===== config.mk =====
export PLATFORM = sky130hd
export DESIGN_NAME = hpf_self_trigger
export DESIGN_NICKNAME = d
export VERILOG_FILES = /design/src/rtl/hpf_self_trigger.sv
export SDC_FILE = /design/constraint.sdc
export NUM_CORES = 2
export LEC_CHECK = 0
export ABC_AREA = 1
export BUFFER_PORTS_ARGS = -buffer_cell sky130_fd_sc_hd__buf_4
export CELL_PAD_IN_SITES_DETAIL_PLACEMENT = 0
export CELL_PAD_IN_SITES_GLOBAL_PLACEMENT = 2
export CORE_MARGIN = 3
export CORE_UTILIZATION = 39
export DETAILED_ROUTE_END_ITERATION = 8
export MAX_ROUTING_LAYER = met4
export PLACE_DENSITY = 0.93
export SLEW_MARGIN = 20
export SYNTH_ARGS = -nofsm -noshare
export SYNTH_HDL_FRONTEND = slang
export SYNTH_SLANG_ARGS = --single-unit

===== constraint.sdc =====
create_clock -name clk -period 74.7 [get_ports clk]
set_input_delay 3.735 -clock clk [delete_from_list [all_inputs] [get_ports clk]]
set_output_delay 3.735 -clock clk [all_outputs]
set_load 0.02 [all_outputs]

===== src/rtl/hpf_self_trigger.sv =====
// hpf_self_trigger: per-channel rising-threshold self-trigger for the 40
// filtered channels of the pedestal-recovery filter output bus.
//
// Per-channel FSM:
//   state       | meaning
//   ------------+-------------------------------------------------------
//   ST_IDLE     | disabled; waiting for en
//   ST_WAIT_LOW | enabled; waiting for a sample below threshold
//   ST_ARMED    | seen a low sample; next sample >= threshold fires
//   ST_HOLDOFF  | dead time after a trigger; hold_q counts down to 0
module hpf_self_trigger #(
  parameter int unsigned HOLDOFF = 64
) (
  input  logic         clk,
  input  logic         reset,
  input  logic         en,
  input  logic [719:0] x,
  input  logic [15:0]  threshold,
  input  logic         count_clr,
  output logic [39:0]  trig,
  output logic         trig_any,
  output logic [31:0]  event_count
);

  localparam int          NCH       = 40;
  localparam logic [15:0] HOLD_LOAD = 16'(HOLDOFF - 1);

  typedef enum logic [1:0] {
    ST_IDLE,
    ST_WAIT_LOW,
    ST_ARMED,
    ST_HOLDOFF
  } state_t;

  logic [719:0]       x_q;
  logic signed [15:0] thr_q;
  logic signed [15:0] samp [NCH];
  logic [15:0]        slot8_unused;
  state_t             state_q [NCH];
  logic [15:0]        hold_q [NCH];
  logic [NCH-1:0]     fire_d;
  logic [NCH-1:0]     trig_q;
  logic               trig_any_q;
  logic [31:0]        event_count_q;

  // Register the sample bus every cycle; capture the threshold only while disabled.
  always_ff @(posedge clk or posedge reset) begin
    if (reset) begin
      x_q   <= '0;
      thr_q <= '0;
    end else begin
      x_q <= x;
      if (!en) thr_q <= threshold;
    end
  end

  // Extract the 40 filtered channels; slot 8 of each AFE is the unfiltered passthrough.
  always_comb begin
    slot8_unused = '0;
    for (int i = 0; i < 5; i++) begin
      for (int j = 0; j < 8; j++) begin
        samp[i*8+j] = x_q[(i*9+j)*16 +: 16];
      end
      slot8_unused = slot8_unused ^ x_q[(i*9+8)*16 +: 16];
    end
  end

  // Trigger decision: armed channel at or above threshold, never while disabled.
  always_comb begin
    fire_d = '0;
    for (int k = 0; k < NCH; k++) begin
      fire_d[k] = en && (state_q[k] == ST_ARMED) && (samp[k] >= thr_q);
    end
  end

  // Per-channel FSMs with registered trigger outputs; en low forces IDLE.
  always_ff @(posedge clk or posedge reset) begin
    if (reset) begin
      for (int k = 0; k < NCH; k++) begin
        state_q[k] <= ST_IDLE;
        hold_q[k]  <= '0;
      end
      trig_q     <= '0;
      trig_any_q <= 1'b0;
    end else begin
      trig_q     <= fire_d;
      trig_any_q <= |fire_d;
      for (int k = 0; k < NCH; k++) begin
        if (!en) begin
          state_q[k] <= ST_IDLE;
          hold_q[k]  <= '0;
        end else begin
          case (state_q[k])
            ST_IDLE:     state_q[k] <= ST_WAIT_LOW;
            ST_WAIT_LOW: if (samp[k] < thr_q) state_q[k] <= ST_ARMED;
            ST_ARMED: begin
              if (fire_d[k]) begin
                hold_q[k]  <= HOLD_LOAD;
                state_q[k] <= ST_HOLDOFF;
              end
            end
            ST_HOLDOFF: begin
              if (hold_q[k] == 16'd0) state_q[k] <= ST_WAIT_LOW;
              else                    hold_q[k]  <= hold_q[k] - 16'd1;
            end
            default: state_q[k] <= ST_IDLE;
          endcase
        end
      end
    end
  end

  // Saturating count of trigger cycles; a clear wins over an increment.
  always_ff @(posedge clk or posedge reset) begin
    if (reset) begin
      event_count_q <= '0;
    end else if (count_clr) begin
      event_count_q <= '0;
    end else if (trig_any_q && (event_count_q != 32'hFFFF_FFFF)) begin
      event_count_q <= event_count_q + 32'd1;
    end
  end

  assign trig        = trig_q;
  assign trig_any    = trig_any_q;
  assign event_count = event_count_q;

endmodule


After elaboration in Yosys (flattened, before gate mapping)
Index checks and enable logic that the tools add are counted.
{"block": "word_totals", "ff_bits": 1513, "inputBits": 740, "output_inout_bits": 73, "wordCells": 1132}
{"block": "op_classes", "addsub": 41, "magnitude_cmp": 80, "eq_ne": 321, "muxes": 362, "n_reduce_logical": 243}
{"cell": "2-to-1 mux 16 bit", "n": 120}
{"cell": "case mux 16 bit (2 select lines)", "n": 40}
{"cell": ">= comparator 16 bit", "n": 40}
{"cell": "logical NOT 16 bit", "n": 40}
{"cell": "less-than comparator 16 bit", "n": 40}
{"cell": "subtractor 16 x 1 -> 16 bit (second input constant)", "n": 40}
{"cell": "!= test 3 bit (second input constant)", "n": 160}
{"cell": "2-to-1 mux 2 bit", "n": 160}
{"cell": "case mux 2 bit (4 select lines)", "n": 40}
{"cell": "AND reduction 3 bit", "n": 80}
{"cell": "== test 2 bit (second input constant)", "n": 80}
{"cell": "!= test 3 x 1 -> 1 bit (second input constant)", "n": 40}
{"cell": "logical AND 1 bit", "n": 81}
{"cell": "== test 2 x 1 -> 1 bit (second input constant)", "n": 40}
{"cell": "logical NOT 2 bit", "n": 40}
{"cell": "2-to-1 mux 32 bit", "n": 2}
{"cell": "OR reduction 40 bit", "n": 1}
{"cell": "adder 32 x 1 -> 32 bit (second input constant)", "n": 1}
{"cell": "!= test 32 bit (second input constant)", "n": 1}
{"cell": "nonzero test 2 bit", "n": 1}

Depth between registers and ports, before layout
{"block": "logic_depth", "depth_word": 6, "depth_mapped": 21, "ltp_nobuf": 20}

Worst setup path after synthesis
OpenSTA, ideal clock, no wires.
{"block": "synth_timing", "kind": "input -> register", "start": "in en", "end": "reg hold_q[228] in the netlist's numbering", "setup_ns": 0.083, "t_arrival_ns": 5.022, "setup_slack_ns": 69.595, "stages": 11, "cell_sequence": "inv_2 > buf_2 > buf_2 > buf_2 > a21oi_1 > nand2_1 > nand2_1 > inv_1 > clkbuf_1 > nand3_1 > o21ai_0"}
{"block": "synth_via", "elab_chain_len": 4}
{"element": "from (decl)", "line_no": "16", "text": "input logic en,"}
{"element": "logical AND 1 bit (2 in series)", "line_no": "72", "text": "fire_d[k] = en && (state_q[k] == ST_ARMED) && (samp[k] >= thr_q);"}
{"element": "!= test 3 bit (no line)"}
{"element": "AND reduction 3 bit (no line)"}
{"element": "to (signal, indexed assignment)", "line_no": "104", "text": "else hold_q[k] <= hold_q[k] - 16'd1;"}
{"element": "to (decl)", "line_no": "40", "text": "logic [15:0] hold_q [NCH];"}
Parallel ways exist; a longest one is shown, timed or not.
A chain may end at the register's enable or synchronous reset.

Final worst setup path
{"block": "layout_timing", "start": "in en", "end": "reg hold_q[285] in the netlist's numbering"}
Same word-level chain as after synthesis.

==> qor.yml <==
outcome: "complete, no violations"
max_slew.worst_pin.slew_ns: 0.9819
vdd_ir_drop_max_uv: 25.92
ys_warn_count: 0
clock_latency_ns: 0.82
finalPower_mw: 2.590
placed_cell_area_um2: 89500
power.density_nw_per_um2: 27.17
firstDrtPassIters: 8
synth-simple-area-share_pct: 23.41
clock.fmax_mhz: 145.3
numPortBuffers: 732
postCtsSetupRepairBufs: 0
crit_path_end_kind: "flop"
min_path_type: "flop to flop"
r2r-start: "thr_q[11]"
drc: 0
final_max_slew_viol_count: 0
finalNonFillerCells: 13510
numCtsBuffers: 169
layout-drive-gt1-share_pct: 11.55
place_hpwl_um: 175800
wl_per_cell_um: 18.05
routed_wirelength_um: 243700
nNetsFinal: 12090
setup_viol: 0
core_area_um2: 205800
clock-sinks: 1449
period_needed_ns: 6.881
cp.required_ns: 75.43
power.internal_mw: 1.641
synth_ff_type: "dfrtp_1"
worstPathArrival_ns: 7.62
drtIter0Drc: 4094
placed_cells: 13150
seqPwrFrac_pct: 37.5
synth_top_area_cell: "dfrtp_1"
finClkSkew_ns: 0.05785
postLayoutCoreUtil_pct: 46.31
ys_async_sr_fraction_pct: 100.0
start_util_pct: 39.49
power.switching_mw: 0.9482
setup.worst_path.start_class: "input pin"
synthDistinctLibCells: 51
rows: 166
tns_ns: 0
max_cap_viol_count: 0
htreeDepth: 4
synth_top_family_by_area: "simple AND/OR/NAND/NOR gates"
grtUsageTotal_pct: 23.00
rsz0062_at_grt: "no"
vias_per_cell: 5.021
cp_max_fo: 140
synth_most_common_cell: "nand2_1"
combPwrFrac_pct: 29.7
synth.avg_cell_area_um2: 8.259
clk_pin_slew_ns: 0.06
dieArea_um2: 213900
syn_inst: 9842
timing.final.crit_share_pct: 9.212
synth_compound_area_share_pct: 9.430
synth-xor-area-share_pct: 3.577
ios: 813
netlist_top_cells_count: "2,218 x nand2_1, 1,449 x dfrtp_1, 1,069 x inv_1"
synth_top_area_share_pct: 44.61
hp-start: "hold_q[16]"
p_leak_nw: 47.31
postRouteAntennaNets: 0
die_h_um: 462.5
max_slew_margin_pct: 34.54
synth_area_um2: 81280
synth_fa_ha_area_share_pct: 12.39
syn2layout_area_growth_pct: 17.26
grt_max_degree: 158
synth_edf_count: 0
vias: 67820
cts_root_buffer: "clkbuf_16"
grt_pass1_vias: 66420
worstSetupPathType: "input pin to flop"
stdcell_area_um2: 95310
gp_congestion: 0.9176
synthMuxAreaShare_pct: 0
grt_pass1_wl_um: 379300
hold_buffers: 0
die_x_um: 462.5
seq_area_frac_synth_pct: 44.61
cts_tree: "yes"
synth_seq_cells: 1449
cts_resized: 0
crit_start: "en"
netlist_top_cells_area: "dfrtp_1 45%, ha_1 12%, nand2_1 10%"
antenna_found_initial: 50
power_frac_clock_pct: 32.8
finalHoldViolCount: 0
overflow: 0
switching_share_pct: 36.61
clockBufferDepth: 3
syn_nets: 11390
==> worst max-delay path: stages <==
cell	delay, ns
buf_8	0.27
buf_4	0.66
buf_12	0.58
buf_4	0.50
nand2_1	0.11
inv_1	0.13
nand3_1	0.12
nand2_1	0.50
inv_1	0.32
o21ai_0	0.18
o21ai_0	0.12
nor2_1	0.10
==> power groups by stage <==
stage | clock, mW | sequential [mW] | combinational [mW]
final | 0.848 | 0.972 | 0.769
after global routing | 0.902 | 0.987 | 0.893
after CTS | 0.869 | 0.972 | 0.778
after detailed placement | 0 | 0.984 | 0.772
after global placement | 0 | 0.980 | 0.752
after floorplan | 0 | 0.971 | 0.568
==> final timing paths <==
kind                              endpoint  slack, ns  cells after the start
min                             hold_q[16]       0.49                      2
max reg2reg                    hold_q[450]      70.06                     15
max in group asynchronous         x_q[656]      67.93                      6
min in group asynchronous  event_count[29]       3.05                      2
max                            hold_q[285]      67.82                     12
min reg2reg                     hold_q[16]       0.49                      2
==> cell families (layout without fill, tap and decap cells) <==
| logic type | after synthesis | count (layout) |
|---|---|---|
| fa+ha+maj | 805 | 805 |
| flops | 1449 | 1449 |
| xor+xnor | 332 | 332 |
| compound gates | 1454 | 1454 |
| other cells | 0 | 50 |
| simple gates | 4447 | 4447 |
| buf+inv | 1355 | 2196 |
==> per-layer routing <==
metal / track usage, % / wire [µm] / vias to the layer above
met5: - / 0 / -
met4: 9.054 / 9137 / 0
met3: 3.609 / 10210 / 370
met2: 38.45 / 119800 / 1323
met1: 27.85 / 104600 / 32380
li1: - / - / 33740
==> sequential cells by signal, indices dropped and copies added (netlist names) <==
signal,flops
hold_q,640
trig_any,1
event_count,32
trig,40
x_q,640
state_q,80
thr_q,16
==> placed cells by master (no fill, tap or decap), types with 36 or more instances in the layout <==
master,synthesis,routed
nand4_1,199,199
nor3_1,253,253
nor2_1,917,917
dfrtp_1,1449,1448
or2_2,87,87
clkbuf_16,0,170
o21ai_1,60,60
nand2_1,2218,2218
inv_2,22,36
nand3_1,574,574
ha_1,805,805
a21oi_1,379,379
diode_2,0,50
buf_4,5,779
xor2_1,282,282
o211ai_1,45,45
inv_1,1069,1053
o21ai_0,877,877
clkbuf_1,103,42
nor4_1,66,66
xnor2_1,50,50
==> layout make-up <==
type	count	area, µm²
Clock inverter	59	798.3
Tap cell	2772	3468
Sequential cell	1449	36260
Fill cell	19830	110500
Inverter	1107	4170
Timing Repair Buffer	784	5934
Multi-Input combinational cell	7038	39670
Clock buffer	246	4880
Antenna cell	50	125.1
==> through the flow <==
stage	setup WS [ns]	hold WS, ns
final	67.82	0.4859
after global routing	67.32	0.5086
after CTS	67.76	0.4868
after detailed placement	66.87	0.4728
after global placement	66.95	0.4662
after floorplan	30.10	0.4530
(Power assumes the default switching activity.)
